[src/rtl/serialparalelo_align.sv]
// Serial-to-parallel converter that aligns code-group boundaries to K28.5 commas
// and emits aligned words once enough aligned commas have been seen.
//
// state   | meaning
// SEARCH  | hunting for any comma, bit counter ignored
// ACQUIRE | boundary fixed by last comma, counting aligned commas towards lock
// LOCKED  | emitting aligned words, counting misaligned commas towards loss
module serialparalelo_align #(
    parameter int             W        = 10,
    parameter logic [W-1:0]   COMMA_N  = 10'b0011111010,
    parameter logic [W-1:0]   COMMA_P  = 10'b1100000101,
    parameter int             LOCK_CNT = 3,
    parameter int             LOSS_CNT = 4
) (
    input  logic         CLK,
    input  logic         reset,
    input  logic         ENB,
    input  logic         in_serial,
    output logic [W-1:0] out_paralelo,
    output logic         valid,
    output logic         comma_det,
    output logic         locked
);

    localparam int CW = $clog2(W);
    localparam int KW = $clog2(LOCK_CNT + 1);
    localparam int EW = $clog2(LOSS_CNT + 1);
    localparam logic [CW-1:0] CNT_MAX = CW'(W - 1);
    localparam logic [KW-1:0] LOCK_V  = KW'(LOCK_CNT);
    localparam logic [EW-1:0] LOSS_V  = EW'(LOSS_CNT);

    typedef enum logic [1:0] {SEARCH, ACQUIRE, LOCKED} state_t;

    state_t        state;
    logic [W-2:0]  sr;
    logic [CW-1:0] cnt;
    logic [KW-1:0] comma_cnt;
    logic [EW-1:0] err_cnt;

    logic [W-1:0]  nxt;
    logic          is_comma;
    logic          boundary;
    logic [CW-1:0] cnt_inc;
    logic [KW-1:0] comma_inc;
    logic [EW-1:0] err_inc;

    // Only W-1 history bits are kept: the oldest bit falls out when nxt forms.
    assign nxt       = {sr, in_serial};
    assign is_comma  = (nxt == COMMA_N) || (nxt == COMMA_P);
    assign boundary  = (cnt == CNT_MAX);
    assign cnt_inc   = boundary ? '0 : cnt + 1'b1;
    assign comma_inc = comma_cnt + 1'b1;
    assign err_inc   = err_cnt + 1'b1;

    always_ff @(posedge CLK) begin
        if (reset) begin
            state        <= SEARCH;
            sr           <= '0;
            cnt          <= '0;
            comma_cnt    <= '0;
            err_cnt      <= '0;
            out_paralelo <= '0;
            valid        <= 1'b0;
            comma_det    <= 1'b0;
            locked       <= 1'b0;
        end else if (ENB) begin
            sr    <= nxt[W-2:0];
            valid <= 1'b0;
            cnt   <= cnt_inc;
            case (state)
                SEARCH: begin
                    if (is_comma) begin
                        cnt       <= '0;
                        comma_cnt <= KW'(1);
                        if (LOCK_CNT == 1) begin
                            state   <= LOCKED;
                            locked  <= 1'b1;
                            err_cnt <= '0;
                        end else begin
                            state <= ACQUIRE;
                        end
                    end
                end
                ACQUIRE: begin
                    if (boundary) begin
                        if (is_comma) begin
                            comma_cnt <= comma_inc;
                            if (comma_inc == LOCK_V) begin
                                state   <= LOCKED;
                                locked  <= 1'b1;
                                err_cnt <= '0;
                            end
                        end
                    end else if (is_comma) begin
                        cnt       <= '0;
                        comma_cnt <= KW'(1);
                    end
                end
                LOCKED: begin
                    if (boundary) begin
                        out_paralelo <= nxt;
                        valid        <= 1'b1;
                        comma_det    <= is_comma;
                        if (is_comma) err_cnt <= '0;
                    end else if (is_comma) begin
                        // Misaligned comma: alignment is kept, only the loss counter moves.
                        if (err_inc == LOSS_V) begin
                            state     <= SEARCH;
                            locked    <= 1'b0;
                            err_cnt   <= '0;
                            comma_cnt <= '0;
                        end else begin
                            err_cnt <= err_inc;
                        end
                    end
                end
                default: state <= SEARCH;
            endcase
        end
    end

endmodule

[config.mk]
export PLATFORM = sky130hd
export DESIGN_NAME = serialparalelo_align
export DESIGN_NICKNAME = d
export VERILOG_FILES = /design/src/rtl/serialparalelo_align.sv
export SDC_FILE = /design/constraint.sdc
export NUM_CORES = 1
export LEC_CHECK = 0
export BUFFER_PORTS_ARGS = -buffer_cell sky130_fd_sc_hd__buf_2
export CAP_MARGIN = 10
export CORE_AREA = 2 2 89 48
export DETAILED_ROUTE_END_ITERATION = 10
export DIE_AREA = 0 0 91 50
export PLACE_DENSITY_LB_ADDON = 0.25
export SYNTH_ARGS = -nofsm -noshare
export SYNTH_HDL_FRONTEND = slang
export SYNTH_SLANG_ARGS = --single-unit
[constraint.sdc]
create_clock -name CLK -period 3.9 [get_ports CLK]
set_input_delay 0.195 -clock CLK [delete_from_list [all_inputs] [get_ports CLK]]
set_output_delay 0.195 -clock CLK [all_outputs]
set_load 0.01 [all_outputs]
==> flow_summary.yaml, run 1 <==
logic_synthesis:
  syn_inst: 187
  yosysWarnings: 0
  synth_edf_count: 0
  ys_seq_area_frac: 0.406
  synth_top_family_by_area: "simple AND/OR/NAND/NOR gates"
  synth_fa_ha_area_frac: 0.0614
  syn_avg_cell_area_um2: 8.71
  synth_xor_area_frac: 0.00538
  synthFlopType: "dfxtp_1"
  yosys.area_share.simple: 0.264
  synth_mux_area_frac: 0.0614
  mappedNetlistArea_um2: 1630
  syn_nets: 199
  ys_types: 41
  synth_compound_area_frac: 0.158
  async_flop_share: 0
  ys_ff_latch: 33
die:
  fp.dieW_um: 91
  row_count: 16
  io_pins: 17
  die-area_um2: 4550
  start_util: 0.433
  die_h_um: 50
  core_area_um2: 3760
worst_setup_path:
  crit_type: "flip-flop to flip-flop"
  endpoint_kind: "flip-flop"
  worst_setup_path_start_kind: "flip-flop"
  worstPathArrival_ns: 2.34
  crit_required_ns: 4.10
  crit_fanout: 11
cts:
  clk_latency_ns: 0.28
  clockBufferDepth: 2
  clock-sinks: 33
  post_cts_buffers: 0
  cts_hold_buf: 0
  htreeDepth: 2
  clk_transition_reported_paths_ns: 0.07
  cts_resized: 0
  cts_buffers: 5
  cts_tree: "yes"
  cts_root_buffer: "clkbuf_8"
timing:
  clock-skew-final_ns: 0.00318
  worst_slew_pin_slew_ns: 0.727
  maxSlewViolCount: 0
  period_share: 0.550
  fin_setup_tns_ns: 0
  setup_viol: 0
  slew_headroom: 0.513
  hold_violations: 0
  rsz0062_at_grt: "false"
  max_freq_ghz: 0.466
  period_needed_ns: 2.15
route:
  drt_wl_total_mm: 3.64
  postRouteAntennaNets: 0
  first_iter_violations: 112
  vias: 1363
  drtPass1Iterations: 4
  drcViolationCount: 0
  wl_per_cell_um: 14.3
  avgViaCountPerCell: 5.37
placed_design:
  dp_hpwl_mm: 2.58
  gp_congestion: 0.787
  port_buffers: 16
grt:
  grt_start_max_net_pins: 36
  gr-total-overflow: 0
  grt_pass1_wl_mm: 6.35
  antenna_found_initial: 0
  track_usage: 0.177
  grt_pass1_vias: 1303
cells_and_area:
  layout-drive-gt1-share: 0.145
  mostFrequentLayoutCell: "dfxtp_1"
  num_antenna_cells: 0
  fillCellCount: 384
  fin_nets: 211
  mostFrequentLayoutCells: "dfxtp_1 (33), nand2_1 (25), a21oi_1 (19)"
  area_delta_synth_final_pct: 11.4
pwr:
  finalPower_w: 0.000630
  ir_drop_mv: 0.132
  p_per_area_nw_per_um2: 347
  p_leak_nw: 0.688
outcome:
  status: "completed"
min_path:
  hold_path_class: "primary input to flip-flop"
job:
  maxCapViolCount: 0
==> layer usage <==
layer  vias to the layer above  global-route usage  routed length, um
met3                         3              0.0581                223
met1                       657               0.256               1830
met5                         -                   0                  0
met4                         0              0.0227                 10
met2                        24               0.264               1580
li1                        679                   -                  -
==> cell usage after synthesis, types with 2 or more instances <==
master,number,area (um^2)
nor3b_1,2,15.0
ha_1,8,100
nand3_1,5,25.0
nor2b_1,4,25.0
o2bb2ai_1,3,26.3
clkbuf_1,9,33.8
o21ai_0,2,10.0
nand4b_1,4,35.0
a21o_1,2,15.0
o211ai_1,2,15.0
nand2_1,25,93.8
nand2b_1,10,62.6
or4b_1,2,20.0
dfxtp_1,33,661
nor2_1,13,48.8
mux2i_1,10,100
and2_1,2,12.5
nand4_1,3,18.8
inv_1,6,22.5
a211oi_1,2,15.0
a21oi_1,19,95.1
a31oi_1,2,12.5
==> per-stage QoR <==
step | cells | hold WS [ns] | utilization | area [um^2] | worst slack, ns
final | 254 | 0.174 | 0.482 | 1810 | 1.75
after CTS | 254 | 0.171 | 0.482 | 1810 | 1.77
after global placement | 246 | 0.440 | 0.459 | 1730 | 1.87
after global routing | 254 | 0.183 | 0.482 | 1810 | 1.60
after floorplan | 187 | 0.331 | - | 1630 | 2.00
after detailed placement | 246 | 0.446 | 0.459 | 1730 | 1.79
==> logic make-up after synthesis <==
group	Yosys count
adder cells (fa/ha/maj)	8
AND/OR/NAND/NOR	79
XOR/XNOR	1
buffers and inverters	17
multiplexers	10
AO/OA/AOI/OAI	39
flip-flops	33
==> state kept, by name (all words and copies together), names as in the netlist <==
register      cells
cnt               4
comma_cnt         2
comma_det         1
err_cnt           3
locked            1
out_paralelo     10
sr                9
state             2
valid             1
==> worst max-delay path, stage by stage, from the launching register on <==
cell and delay (ns):
dfxtp_1 0.35, or4b_1 0.55, nor4b_2 0.34, nor2_1 0.26
or2_1 0.32, a211oi_1 0.24
==> path summary, 6_finish.rpt <==
check                                        to            start  cells after the start  slack, ns
worst max register to register           locked            sr[7]                      5       1.75
worst min register to register  out_paralelo[1]  out_paralelo[1]                      2       0.45
worst max-delay path                     locked            sr[7]                      5       1.75
worst min-delay path            out_paralelo[0]        in_serial                      3       0.17
==> report_power, final <==
group | switching (W) | total [W] | internal (W)
Combinational | 0.0000166 | 0.0000287 | 0.0000121
Sequential | 0.00000440 | 0.000345 | 0.000340
Clock | 0.000133 | 0.000256 | 0.000123
Total | 0.000154 | 0.000630 | 0.000476
==> final cells by class <==
type	count	area [um^2]	area share
timing repair buffer	16	80.1	0.0441
multi-input combinational	137	897	0.494
inverter	6	22.5	0.0124
sequential	33	661	0.364
tap	54	67.6	0.0372
clock inverter	3	17.5	0.00966
clock buffer	5	68.8	0.0379
No activity file was read; power rests on OpenSTA's default activity.
==> run 2: changes to the inputs <==
==> constraint.sdc (replaced) <==
create_clock -name CLK -period 1.9 [get_ports CLK]
set_input_delay 0.095 -clock CLK [delete_from_list [all_inputs] [get_ports CLK]]
set_output_delay 0.095 -clock CLK [all_outputs]
set_load 0.01 [all_outputs]
==> run 2 against run 1 <==
The run now ends with setup timing left. Highest routed layer unchanged. Clock-buffer cell count grew 1. Combinational power grew to 2.7 times the previous value. Worst setup slack lost 1.8 ns. Final area grew 15%. Largest power group unchanged.
==> flow_summary.yaml, run 2 (synthesized netlist as in run 1, its figures left out) <==
timing:
  period_needed_ns: 1.98
  hold_violations: 0
  setup_viol: 5
  setup_ws_ns: -0.0797
  rsz0062_at_grt: "true"
  max_freq_ghz: 0.505
  period_share: 1.04
  maxSlewViolCount: 0
  slew_headroom: 0.649
  clock-skew-final_ns: 0.00263
  fin_setup_tns_ns: -0.236
  worst_slew_pin_slew_ns: 0.527
worst_setup_path:
  reg2reg_to: "err_cnt[2]"
  worst_setup_path_start_kind: "flip-flop"
  critPathLaunch: "sr[4]"
  reg2reg_slack_ns: -0.08
  r2r_cells: 6
  crit_fanout: 3
  worstPathArrival_ns: 2.15
  crit_type: "flip-flop to flip-flop"
  r2r-start: "sr[4]"
  crit_required_ns: 2.07
  worstSetupEndpoint: "err_cnt[2]"
  endpoint_kind: "flip-flop"
grt:
  grt_pass1_vias: 1470
  antenna_found_initial: 0
  track_usage: 0.202
  grt_start_max_net_pins: 22
  gr-total-overflow: 0
  grt_pass1_wl_mm: 7.02
pwr:
  ir_drop_mv: 0.256
  p_leak_nw: 0.832
  p_per_area_nw_per_um2: 626
outcome:
  violations: "setup timing"
  status: "complete, but fails checks"
cells_and_area:
  largest_register_ffs: 10
  utilization: 0.554
  fin_nets: 237
  reg_top3: "out_paralelo x10, sr x9, cnt x4"
  top_register: "out_paralelo"
  layout-drive-gt1-share: 0.292
  mostFrequentLayoutCell: "dfxtp_1"
  mostFrequentLayoutCells: "dfxtp_1 (31), nand2_1 (25), buf_4 (24)"
  area_delta_synth_final_pct: 28.0
  num_antenna_cells: 0
  final_cell_area_um2: 2080
placed_design:
  gp_congestion: 0.778
  place_ws_ns: -0.0966
  dp_hpwl_mm: 3.13
  port_buffers: 16
  placed_area_um2: 1890
route:
  drtPass1Iterations: 5
  first_iter_violations: 65
  postRouteAntennaNets: 0
  avgViaCountPerCell: 5.46
  drcViolationCount: 0
  wl_per_cell_um: 16.1
  drt_wl_total_mm: 4.50
  vias: 1529
die:
  die-area_um2: 4550
  start_util: 0.433
  core_area_um2: 3760
  io_pins: 17
  fp.dieW_um: 91
  die_h_um: 50
  row_count: 16
cts:
  clk_latency_ns: 0.29
  cts_buffers: 5
  clock-sinks: 33
  cts_tree: "yes"
  clk_transition_reported_paths_ns: 0.07
  htreeDepth: 2
  cts_root_buffer: "clkbuf_8"
  clockBufferDepth: 2
min_path:
  hold_path_class: "primary input to flip-flop"
job:
  maxCapViolCount: 0
==> run 2: changes by cell type in the layout (fill, tap and decap cells not counted), moves of 2 or more <==
cell     change
buf_4       +24
dfxtp_1      -2
dfxtp_2      +2
nor2_4       +2
or4b_1       -2
or4b_4       +2
==> run 2: cell type report <==
class	count	area [um^2]
Sequential cell	33	663
Timing Repair Buffer	41	272
Fill cell	355	1680
Tap cell	54	67.6
Inverter	6	22.5
Multi-Input combinational cell	138	977
Clock buffer	6	72.6
Clock inverter	2	10.0
==> run 2: how the worst min path moves through the flow <==
stage / start / end / slack, ns / cells past startpoint
2_1_floorplan: in_serial / out_paralelo[0] / 0.23 / 2
3_3_place_gp: in_serial / out_paralelo[0] / 0.38 / 3
3_5_place_dp: in_serial / out_paralelo[0] / 0.39 / 3
4_1_cts: in_serial / out_paralelo[0] / 0.08 / 3
5_1_grt: in_serial / out_paralelo[0] / 0.11 / 3
6_report: in_serial / out_paralelo[0] / 0.08 / 3
==> run 2: through the flow <==
step	power, W	cells	hold WS (ns)
6_report	0.00131	280	0.0796
2_1_floorplan	0.000766	187	0.231
4_1_cts	0.00131	276	0.0822
3_3_place_gp	0.000789	268	0.380
3_5_place_dp	0.000794	268	0.387
5_1_grt	0.00135	280	0.110
==> run 2: power by group <==
part / internal (W) / total [W] / switching (W)
Clock: 0.000254 / 0.000521 / 0.000267
Sequential: 0.000699 / 0.000706 / 0.00000741
Combinational: 0.0000336 / 0.0000776 / 0.0000439
==> run 2: metal layers <==
layer	vias to the layer above	wire length (um)	track usage
met3	8	229	0.0612
met1	741	2120	0.259
met4	0	59	0.0606
li1	731	-	-
met5	-	0	0
met2	49	2090	0.328
==> run 2: what timing repair did <==
action	CTS	global route
setup endpoints to repair	7	12
pin swaps	4	4
setup buffers	0	3
hold buffers	0	0
gates resized for setup	4	13
gates cloned	0	1
==> run 2: critical path: stages (launching register included) <==
cell and delay [ns]:
dfxtp_2 0.32, or4b_4 0.54, nor4_4 0.28, buf_4 0.17
o211ai_1 0.10, a221oi_2 0.32, o2bb2ai_1 0.13
